File: config.mk
export PLATFORM = sky130hd
export DESIGN_NAME = quadtree_route_unit_flat
export DESIGN_NICKNAME = d
export VERILOG_FILES = /design/src/rtl/quadtree_route_unit_if.sv /design/src/rtl/quadtree_route_unit.sv /design/src/flat_wrapper.sv
export SDC_FILE = /design/constraint.sdc
export NUM_CORES = 1
export LEC_CHECK = 0
export BUFFER_PORTS_ARGS = -buffer_cell sky130_fd_sc_hd__buf_2
export CAP_MARGIN = 10
export CORE_MARGIN = 3
export CORE_UTILIZATION = 40
export CTS_CLUSTER_DIAMETER = 150
export DETAILED_ROUTE_END_ITERATION = 8
export PLACE_DENSITY = 0.7
export RECOVER_POWER = 50
export SLEW_MARGIN = 20
export SYNTH_ARGS = -nofsm -noshare
export SYNTH_HDL_FRONTEND = slang
export SYNTH_SLANG_ARGS = --single-unit
File: constraint.sdc
create_clock -name clk -period 1.6 [get_ports clk]
set_clock_uncertainty 0.2 [all_clocks]
set_input_delay 0.16 -clock clk [delete_from_list [all_inputs] [get_ports clk]]
set_output_delay 0.16 -clock clk [all_outputs]
set_load 0.01 [all_outputs]
File: src/rtl/quadtree_route_unit_if.sv
// Request/result bus of quadtree_route_unit: request channel in, route result channel out.
// The slave modport is the router's view; the master modport is the driver/consumer view.
`ifndef ROUTER_ADDR_WIDTH
`define ROUTER_ADDR_WIDTH 16
`endif
`ifndef ROUTER_INFO_WIDTH
`define ROUTER_INFO_WIDTH 3
`endif

interface quadtree_route_unit_if #(
    parameter int NUM_CHILD  = 4,
    parameter int ADDR_WIDTH = `ROUTER_ADDR_WIDTH,
    parameter int INFO_WIDTH = `ROUTER_INFO_WIDTH,
    parameter int DIR_WIDTH  = 3
);
    logic                  in_valid;
    logic                  in_ready;
    logic [DIR_WIDTH-1:0]  in_dir;
    logic [INFO_WIDTH-1:0] in_info;
    logic [ADDR_WIDTH-1:0] in_addr;
    logic                  out_valid;
    logic                  out_ready;
    logic [NUM_CHILD:0]    out_port;
    logic [INFO_WIDTH-1:0] out_info;
    logic [ADDR_WIDTH-1:0] out_addr;
    logic                  drop_pulse;
    logic                  merge_err;

    modport master (
        output in_valid, in_dir, in_info, in_addr, out_ready,
        input  in_ready, out_valid, out_port, out_info, out_addr, drop_pulse, merge_err
    );

    modport slave (
        input  in_valid, in_dir, in_info, in_addr, out_ready,
        output in_ready, out_valid, out_port, out_info, out_addr, drop_pulse, merge_err
    );
endinterface

File: src/rtl/quadtree_route_unit.sv
// Registered routing stage of the quadtree NoC: decodes {dir, info, addr} into a port mask.
// Optional child-FIN merging is enabled by defining RC_FIN_MERGE_EN.
`ifndef ROUTER_ADDR_WIDTH
`define ROUTER_ADDR_WIDTH 16
`endif
`ifndef ROUTER_INFO_WIDTH
`define ROUTER_INFO_WIDTH 3
`endif
`ifndef ROUTER_INFO_CONFIG
`define ROUTER_INFO_CONFIG 0
`endif
`ifndef ROUTER_INFO_READ
`define ROUTER_INFO_READ 1
`endif
`ifndef ROUTER_INFO_CALC
`define ROUTER_INFO_CALC 2
`endif
`ifndef ROUTER_INFO_BROADCAST
`define ROUTER_INFO_BROADCAST 3
`endif
`ifndef ROUTER_INFO_FIN_BROADCAST
`define ROUTER_INFO_FIN_BROADCAST 4
`endif
`ifndef ROUTER_INFO_FIN_COMP
`define ROUTER_INFO_FIN_COMP 5
`endif

module quadtree_route_unit #(
    parameter int LEVEL_IDX  = 0,
    parameter int NUM_CHILD  = 4,
    parameter int SEL_WIDTH  = 2,
    parameter int ADDR_WIDTH = `ROUTER_ADDR_WIDTH,
    parameter int INFO_WIDTH = `ROUTER_INFO_WIDTH,
    parameter int DIR_WIDTH  = 3
) (
    input logic                  clk,
    input logic                  rst,
    quadtree_route_unit_if.slave bus
);
    localparam int PORT_W  = NUM_CHILD + 1;
    localparam int SEL_MSB = ADDR_WIDTH - 1 - LEVEL_IDX * SEL_WIDTH;
    localparam bit IS_ROOT = (LEVEL_IDX == 0);

    localparam logic [INFO_WIDTH-1:0] INFO_CONFIG   = INFO_WIDTH'(`ROUTER_INFO_CONFIG);
    localparam logic [INFO_WIDTH-1:0] INFO_READ     = INFO_WIDTH'(`ROUTER_INFO_READ);
    localparam logic [INFO_WIDTH-1:0] INFO_CALC     = INFO_WIDTH'(`ROUTER_INFO_CALC);
    localparam logic [INFO_WIDTH-1:0] INFO_BCAST    = INFO_WIDTH'(`ROUTER_INFO_BROADCAST);
    localparam logic [INFO_WIDTH-1:0] INFO_FIN_BC   = INFO_WIDTH'(`ROUTER_INFO_FIN_BROADCAST);
    localparam logic [INFO_WIDTH-1:0] INFO_FIN_COMP = INFO_WIDTH'(`ROUTER_INFO_FIN_COMP);

    localparam logic [PORT_W-1:0] CHILD_ALL   = {1'b0, {NUM_CHILD{1'b1}}};
    localparam logic [PORT_W-1:0] PARENT_ONLY = {1'b1, {NUM_CHILD{1'b0}}};

    logic                  in_ready_p0;
    logic                  accept_p0;
    logic [SEL_WIDTH-1:0]  sel_p0;
    logic                  sel_ok_p0;
    logic                  from_local_p0;
    logic                  from_child_p0;
    logic [PORT_W-1:0]     base_mask_p0;
    logic                  sel_err_p0;
    logic [PORT_W-1:0]     route_mask_p0;
    logic                  err_p0;

    logic                  vld_p1;
    logic [PORT_W-1:0]     port_p1;
    logic [INFO_WIDTH-1:0] info_p1;
    logic [ADDR_WIDTH-1:0] addr_p1;
    logic                  drop_p1;
    logic                  err_p1;

    // ---- stage p0: request decode ----
    assign in_ready_p0   = !vld_p1 || bus.out_ready;
    assign accept_p0     = bus.in_valid && in_ready_p0;
    assign sel_p0        = bus.in_addr[SEL_MSB -: SEL_WIDTH];
    assign sel_ok_p0     = (32'(sel_p0) < NUM_CHILD);
    assign from_local_p0 = (32'(bus.in_dir) == NUM_CHILD);
    assign from_child_p0 = (32'(bus.in_dir) < NUM_CHILD);

    always_comb begin
        base_mask_p0 = '0;
        sel_err_p0   = 1'b0;
        if (from_local_p0) begin
            case (bus.in_info)
                INFO_CONFIG, INFO_READ: begin
                    if (sel_ok_p0) base_mask_p0 = PORT_W'(1) << sel_p0;
                    else           sel_err_p0   = 1'b1;
                end
                INFO_CALC, INFO_FIN_BC, INFO_FIN_COMP: base_mask_p0 = CHILD_ALL;
                INFO_BCAST:   base_mask_p0 = IS_ROOT ? '0 : CHILD_ALL;
                default:      base_mask_p0 = '0;
            endcase
        end else if (from_child_p0) begin
            case (bus.in_info)
                // The root reflects a child broadcast back down to every child.
                INFO_BCAST:   base_mask_p0 = IS_ROOT ? CHILD_ALL : PARENT_ONLY;
                INFO_READ, INFO_FIN_BC, INFO_FIN_COMP: base_mask_p0 = PARENT_ONLY;
                default:      base_mask_p0 = '0;
            endcase
        end
    end

`ifdef RC_FIN_MERGE_EN
    logic [NUM_CHILD-1:0] fin_bc_map;
    logic [NUM_CHILD-1:0] fin_comp_map;
    logic                 is_comp_p0;
    logic                 child_fin_p0;
    logic [NUM_CHILD-1:0] dir_bit_p0;
    logic [NUM_CHILD-1:0] map_cur_p0;
    logic [NUM_CHILD-1:0] map_set_p0;
    logic                 fin_dup_p0;
    logic                 fin_done_p0;

    always_comb begin
        is_comp_p0    = (bus.in_info == INFO_FIN_COMP);
        child_fin_p0  = from_child_p0 && (is_comp_p0 || (bus.in_info == INFO_FIN_BC));
        dir_bit_p0    = NUM_CHILD'(1) << bus.in_dir;
        map_cur_p0    = is_comp_p0 ? fin_comp_map : fin_bc_map;
        map_set_p0    = map_cur_p0 | dir_bit_p0;
        fin_dup_p0    = child_fin_p0 && (|(map_cur_p0 & dir_bit_p0));
        fin_done_p0   = child_fin_p0 && !fin_dup_p0 && (&map_set_p0);
        // Only the FIN completing the subtree reaches the parent; all others are absorbed.
        route_mask_p0 = (child_fin_p0 && !fin_done_p0) ? '0 : base_mask_p0;
        err_p0        = sel_err_p0 || fin_dup_p0;
    end

    // Bitmaps move only on acceptance, so a stalled completing FIN leaves them untouched.
    always_ff @(posedge clk) begin
        if (rst) begin
            fin_bc_map   <= '0;
            fin_comp_map <= '0;
        end else if (accept_p0 && child_fin_p0 && !fin_dup_p0) begin
            if (is_comp_p0) fin_comp_map <= fin_done_p0 ? '0 : map_set_p0;
            else            fin_bc_map   <= fin_done_p0 ? '0 : map_set_p0;
        end
    end
`else
    assign route_mask_p0 = base_mask_p0;
    assign err_p0        = sel_err_p0;
`endif

    // ---- stage p1: output register ----
    always_ff @(posedge clk) begin
        if (rst) begin
            vld_p1  <= 1'b0;
            port_p1 <= '0;
            info_p1 <= '0;
            addr_p1 <= '0;
            drop_p1 <= 1'b0;
            err_p1  <= 1'b0;
        end else begin
            drop_p1 <= accept_p0 && (route_mask_p0 == '0);
            if (accept_p0 && err_p0) err_p1 <= 1'b1;
            if (accept_p0) begin
                vld_p1 <= |route_mask_p0;
                if (|route_mask_p0) begin
                    port_p1 <= route_mask_p0;
                    info_p1 <= bus.in_info;
                    addr_p1 <= bus.in_addr;
                end
            end else if (bus.out_ready) begin
                vld_p1 <= 1'b0;
            end
        end
    end

    assign bus.in_ready   = in_ready_p0;
    assign bus.out_valid  = vld_p1;
    assign bus.out_port   = port_p1;
    assign bus.out_info   = info_p1;
    assign bus.out_addr   = addr_p1;
    assign bus.drop_pulse = drop_p1;
    assign bus.merge_err  = err_p1;
endmodule

File: src/flat_wrapper.sv
// flat-port wrapper written by rule: the top's interface ports become plain ports
module quadtree_route_unit_flat 
#(
    parameter int LEVEL_IDX  = 0,
    parameter int NUM_CHILD  = 4,
    parameter int SEL_WIDTH  = 2,
    parameter int ADDR_WIDTH = `ROUTER_ADDR_WIDTH,
    parameter int INFO_WIDTH = `ROUTER_INFO_WIDTH,
    parameter int DIR_WIDTH  = 3
)
  (clk, rst, bus_in_valid, bus_in_dir, bus_in_info, bus_in_addr, bus_out_ready, bus_in_ready, bus_out_valid, bus_out_port, bus_out_info, bus_out_addr, bus_drop_pulse, bus_merge_err);
  quadtree_route_unit_if #(.NUM_CHILD(NUM_CHILD), .ADDR_WIDTH(ADDR_WIDTH), .INFO_WIDTH(INFO_WIDTH), .DIR_WIDTH(DIR_WIDTH)) bus_i ();
  input logic clk;
  input logic rst;
  input wire logic [$bits(bus_i.in_valid)-1:0] bus_in_valid;
  input wire logic [$bits(bus_i.in_dir)-1:0] bus_in_dir;
  input wire logic [$bits(bus_i.in_info)-1:0] bus_in_info;
  input wire logic [$bits(bus_i.in_addr)-1:0] bus_in_addr;
  input wire logic [$bits(bus_i.out_ready)-1:0] bus_out_ready;
  output wire logic [$bits(bus_i.in_ready)-1:0] bus_in_ready;
  output wire logic [$bits(bus_i.out_valid)-1:0] bus_out_valid;
  output wire logic [$bits(bus_i.out_port)-1:0] bus_out_port;
  output wire logic [$bits(bus_i.out_info)-1:0] bus_out_info;
  output wire logic [$bits(bus_i.out_addr)-1:0] bus_out_addr;
  output wire logic [$bits(bus_i.drop_pulse)-1:0] bus_drop_pulse;
  output wire logic [$bits(bus_i.merge_err)-1:0] bus_merge_err;
  assign bus_i.in_valid = bus_in_valid;
  assign bus_i.in_dir = bus_in_dir;
  assign bus_i.in_info = bus_in_info;
  assign bus_i.in_addr = bus_in_addr;
  assign bus_i.out_ready = bus_out_ready;
  assign bus_in_ready = bus_i.in_ready;
  assign bus_out_valid = bus_i.out_valid;
  assign bus_out_port = bus_i.out_port;
  assign bus_out_info = bus_i.out_info;
  assign bus_out_addr = bus_i.out_addr;
  assign bus_drop_pulse = bus_i.drop_pulse;
  assign bus_merge_err = bus_i.merge_err;
  quadtree_route_unit #(.LEVEL_IDX(LEVEL_IDX), .NUM_CHILD(NUM_CHILD), .SEL_WIDTH(SEL_WIDTH), .ADDR_WIDTH(ADDR_WIDTH), .INFO_WIDTH(INFO_WIDTH), .DIR_WIDTH(DIR_WIDTH)) u_core (.clk(clk), .rst(rst), .bus(bus_i));
endmodule
==> impl_metrics.py <==
metrics = {
    "timing": {
        "hold_viol": 0,
        "finalSetupTns_ps": 0,
        "setup_slack_ps": 32.25,
        "period_share_pct": 97.98,
        "report.final.setup_viol": 0,
        "rsz0062_at_grt": "true",
        "drv_slew": 0,
        "whs_ps": 59.13,
        "fmax_ghz": 0.6379,
        "min_period_ps": 1568,
    },
    "grt": {
        "grt.met3_usage_pct": 2.808,
        "use_met2_pct": 34.57,
        "track_usage_pct": 19.40,
        "grt_busiest_layer": "met2",
        "met1_usage_pct": 23.25,
        "overflow": 0,
        "grt_pass1_wl_um": 5375,
        "antenna_found_initial": 0,
        "grt_max_degree": 20,
        "grt_pass1_vias": 1259,
    },
    "clock_network": {
        "cts_max_level": 1,
        "cts-root-buf": "clkbuf_4",
        "post_cts_buffers": 0,
        "cts_sinks": 26,
        "cts.path.max_buffers": 2,
        "clkLatencyLatePin_ps": 310,
        "clkTransAtPathRegs_ps": 140,
        "numCtsBuffers": 3,
        "cts_tree": "built",
    },
    "synthesis": {
        "synth_top_area_share_pct": 44.78,
        "synth_warnings": 0,
        "synth_top_cell_by_area": "dfxtp_1",
        "synth.distinct_cells": 27,
        "ys_ff_latch": 26,
        "netlist_area_um2": 1162,
        "avgSynthCellArea_um2": 8.547,
        "netlist_instances": 136,
        "synth_nets": 162,
        "synth-seq-area-share_pct": 44.78,
        "synthTopCellsByArea": "dfxtp_1 (45%), o21ai_1 (8.6%), nand3_1 (8.2%)",
    },
    "die": {
        "io_pins": 54,
        "fp.dieW_um": 59.91,
        "die_h_um": 59.91,
        "coreArea_um2": 2613,
        "start_util_pct": 44.49,
        "dieArea_um2": 3589,
        "num_rows": 18,
    },
    "hold_path": {
        "hold_path_class": "in2reg",
        "min_path_cells": 4,
    },
    "worst_setup_path": {
        "critical_path_class": "in2reg",
        "cp_max_fo": 11,
        "slowest_delay_ps": 530,
        "end_kind": "flip-flop",
        "crit_path_top_delay_cell": "dlygate4sd3_1",
        "critPathRequiredTime_ps": 1650,
        "r2r_slack_ps": 110,
        "reg2reg_depth": 5,
        "arrival_ps": 1620,
        "path_cells": "dlygate4sd3_1 -> buf_2 -> inv_1 -> o211a_2 -> buf_6 -> nand3_1 -> a21oi_1",
        "critPathLaunchType": "primary input",
    },
    "detailed_routing": {
        "wl_per_cell_um": 13.90,
        "ant_nets": 0,
        "vias": 1292,
        "drc_errors": 0,
        "viasPerCell": 5.383,
        "finalWirelength_um": 3335,
        "firstDrtPassIters": 4,
        "drtIter0Drc": 39,
    },
    "power_and_ir_drop": {
        "p_leak_nw": 0.6590,
        "p_per_area_nw_per_um2": 783.4,
        "ir_worst_vdd_uv": 472.6,
    },
    "cells_and_area": {
        "diodes": 0,
        "layout-drive-gt1-share_pct": 29.05,
        "final_nets": 237,
        "final_common_cell": "buf_2",
        "mostFrequentLayoutCells": "buf_2 (32), dfxtp_1 (26), dlygate4sd3_1 (22)",
        "areaGrowthSynthToFinish_pct": 45.96,
        "fin_util_pct": 64.94,
    },
    "place": {
        "io_buffers": 52,
        "preCtsSetupSlack_ps": 45.17,
        "gp_congestion": 0.8677,
        "dp_hpwl_um": 2399,
    },
    "run": {
        "maxCapViolations": 0,
    },
    "status": {
        "status": "completed",
    },
}
==> critical path: cells and delay by family <==
| family | cells | cell delay (ps) |
|---|---|---|
| simple gates | 1 | 100 |
| compound gates | 2 | 400 |
| buf+inv | 4 | 950 |
==> cell usage after synthesis <==
library cell / instances
or3_4: 1
and2_0: 1
o21ai_1: 20
a211oi_1: 2
o211ai_2: 1
buf_2: 1
nor2_1: 4
o21ai_0: 5
nand2b_2: 1
o211a_2: 1
or4_1: 1
a21oi_2: 10
nor3_2: 1
nand2_1: 3
buf_6: 3
o32ai_1: 2
nand3_1: 19
buf_1: 2
clkbuf_1: 4
dfxtp_1: 26
nor3_1: 1
o211a_1: 1
inv_1: 3
conb_1: 1
a21oi_1: 18
buf_4: 2
nand2b_1: 2
==> what timing repair did <==
item / 4_1_cts / 5_1_grt
hold buffers: 22 / 0
setup endpoints to repair: 0 / 20
gates resized for setup: 0 / 5
hold endpoints to repair: 21 / 0
==> kinds of logic (layout without fill, tap and decap cells) <==
kind of cell / Yosys count / count (layout) / share of synthesized area, %
AO/OA/AOI/OAI: 60 / 60 / 31.65
buffers and inverters: 15 / 89 / 7.534
flip-flops: 26 / 26 / 44.78
other: 1 / 1 / 0.3226
AND/OR/NAND/NOR: 34 / 34 / 15.72
==> area by class of cell <==
type	instances	area [um^2]
Sequential cell	26	520.5
Fill cell	232	915.9
Multi-Input combinational cell	95	564.3
Timing Repair Buffer	82	526.8
Clock buffer	4	36.28
Tap cell	30	37.54
Inverter	3	11.26
==> sequential cells by signal, summed over array words and instances, names as in the netlist <==
signal,flops
u_core.bus.out_valid,1
u_core.bus.out_info,3
u_core.bus.out_addr,16
u_core.bus.drop_pulse,1
u_core.bus.out_port,5
==> metrics by stage <==
| stage | total power [mW] | instance area, um^2 | cells |
|---|---|---|---|
| 2_1_floorplan | 0.8704 | 1162 | 136 |
| 3_3_place_gp | 0.9622 | 1444 | 214 |
| 3_5_place_dp | 0.9713 | 1444 | 214 |
| 4_1_cts | 1.339 | 1700 | 240 |
| 5_1_grt | 1.387 | 1697 | 240 |
| 6_report | 1.329 | 1697 | 240 |
==> power breakdown <==
part | switching, mW | leakage [nW] | internal, mW
Combinational | 0.167 | 0.426 | 0.139
Sequential | 0.0162 | 0.212 | 0.680
Clock | 0.188 | 0.0210 | 0.139
==> final timing paths <==
check / start / end
max: bus_in_info[1] / u_core.bus.out_addr[5]
min: bus_in_valid / u_core.bus.out_port[4]
max reg2reg: u_core.bus.out_valid / u_core.bus.out_addr[5]
min reg2reg: u_core.bus.out_addr[9] / u_core.bus.out_addr[9]
==> per-layer routing <==
| layer | vias up | share of wire [%] |
|---|---|---|
| met5 | - | 0 |
| met4 | 0 | 0.87 |
| met3 | 4 | 6.4 |
| met2 | 49 | 53 |
| met1 | 599 | 40 |
| li1 | 640 | - |
(Power assumes the default switching activity.)
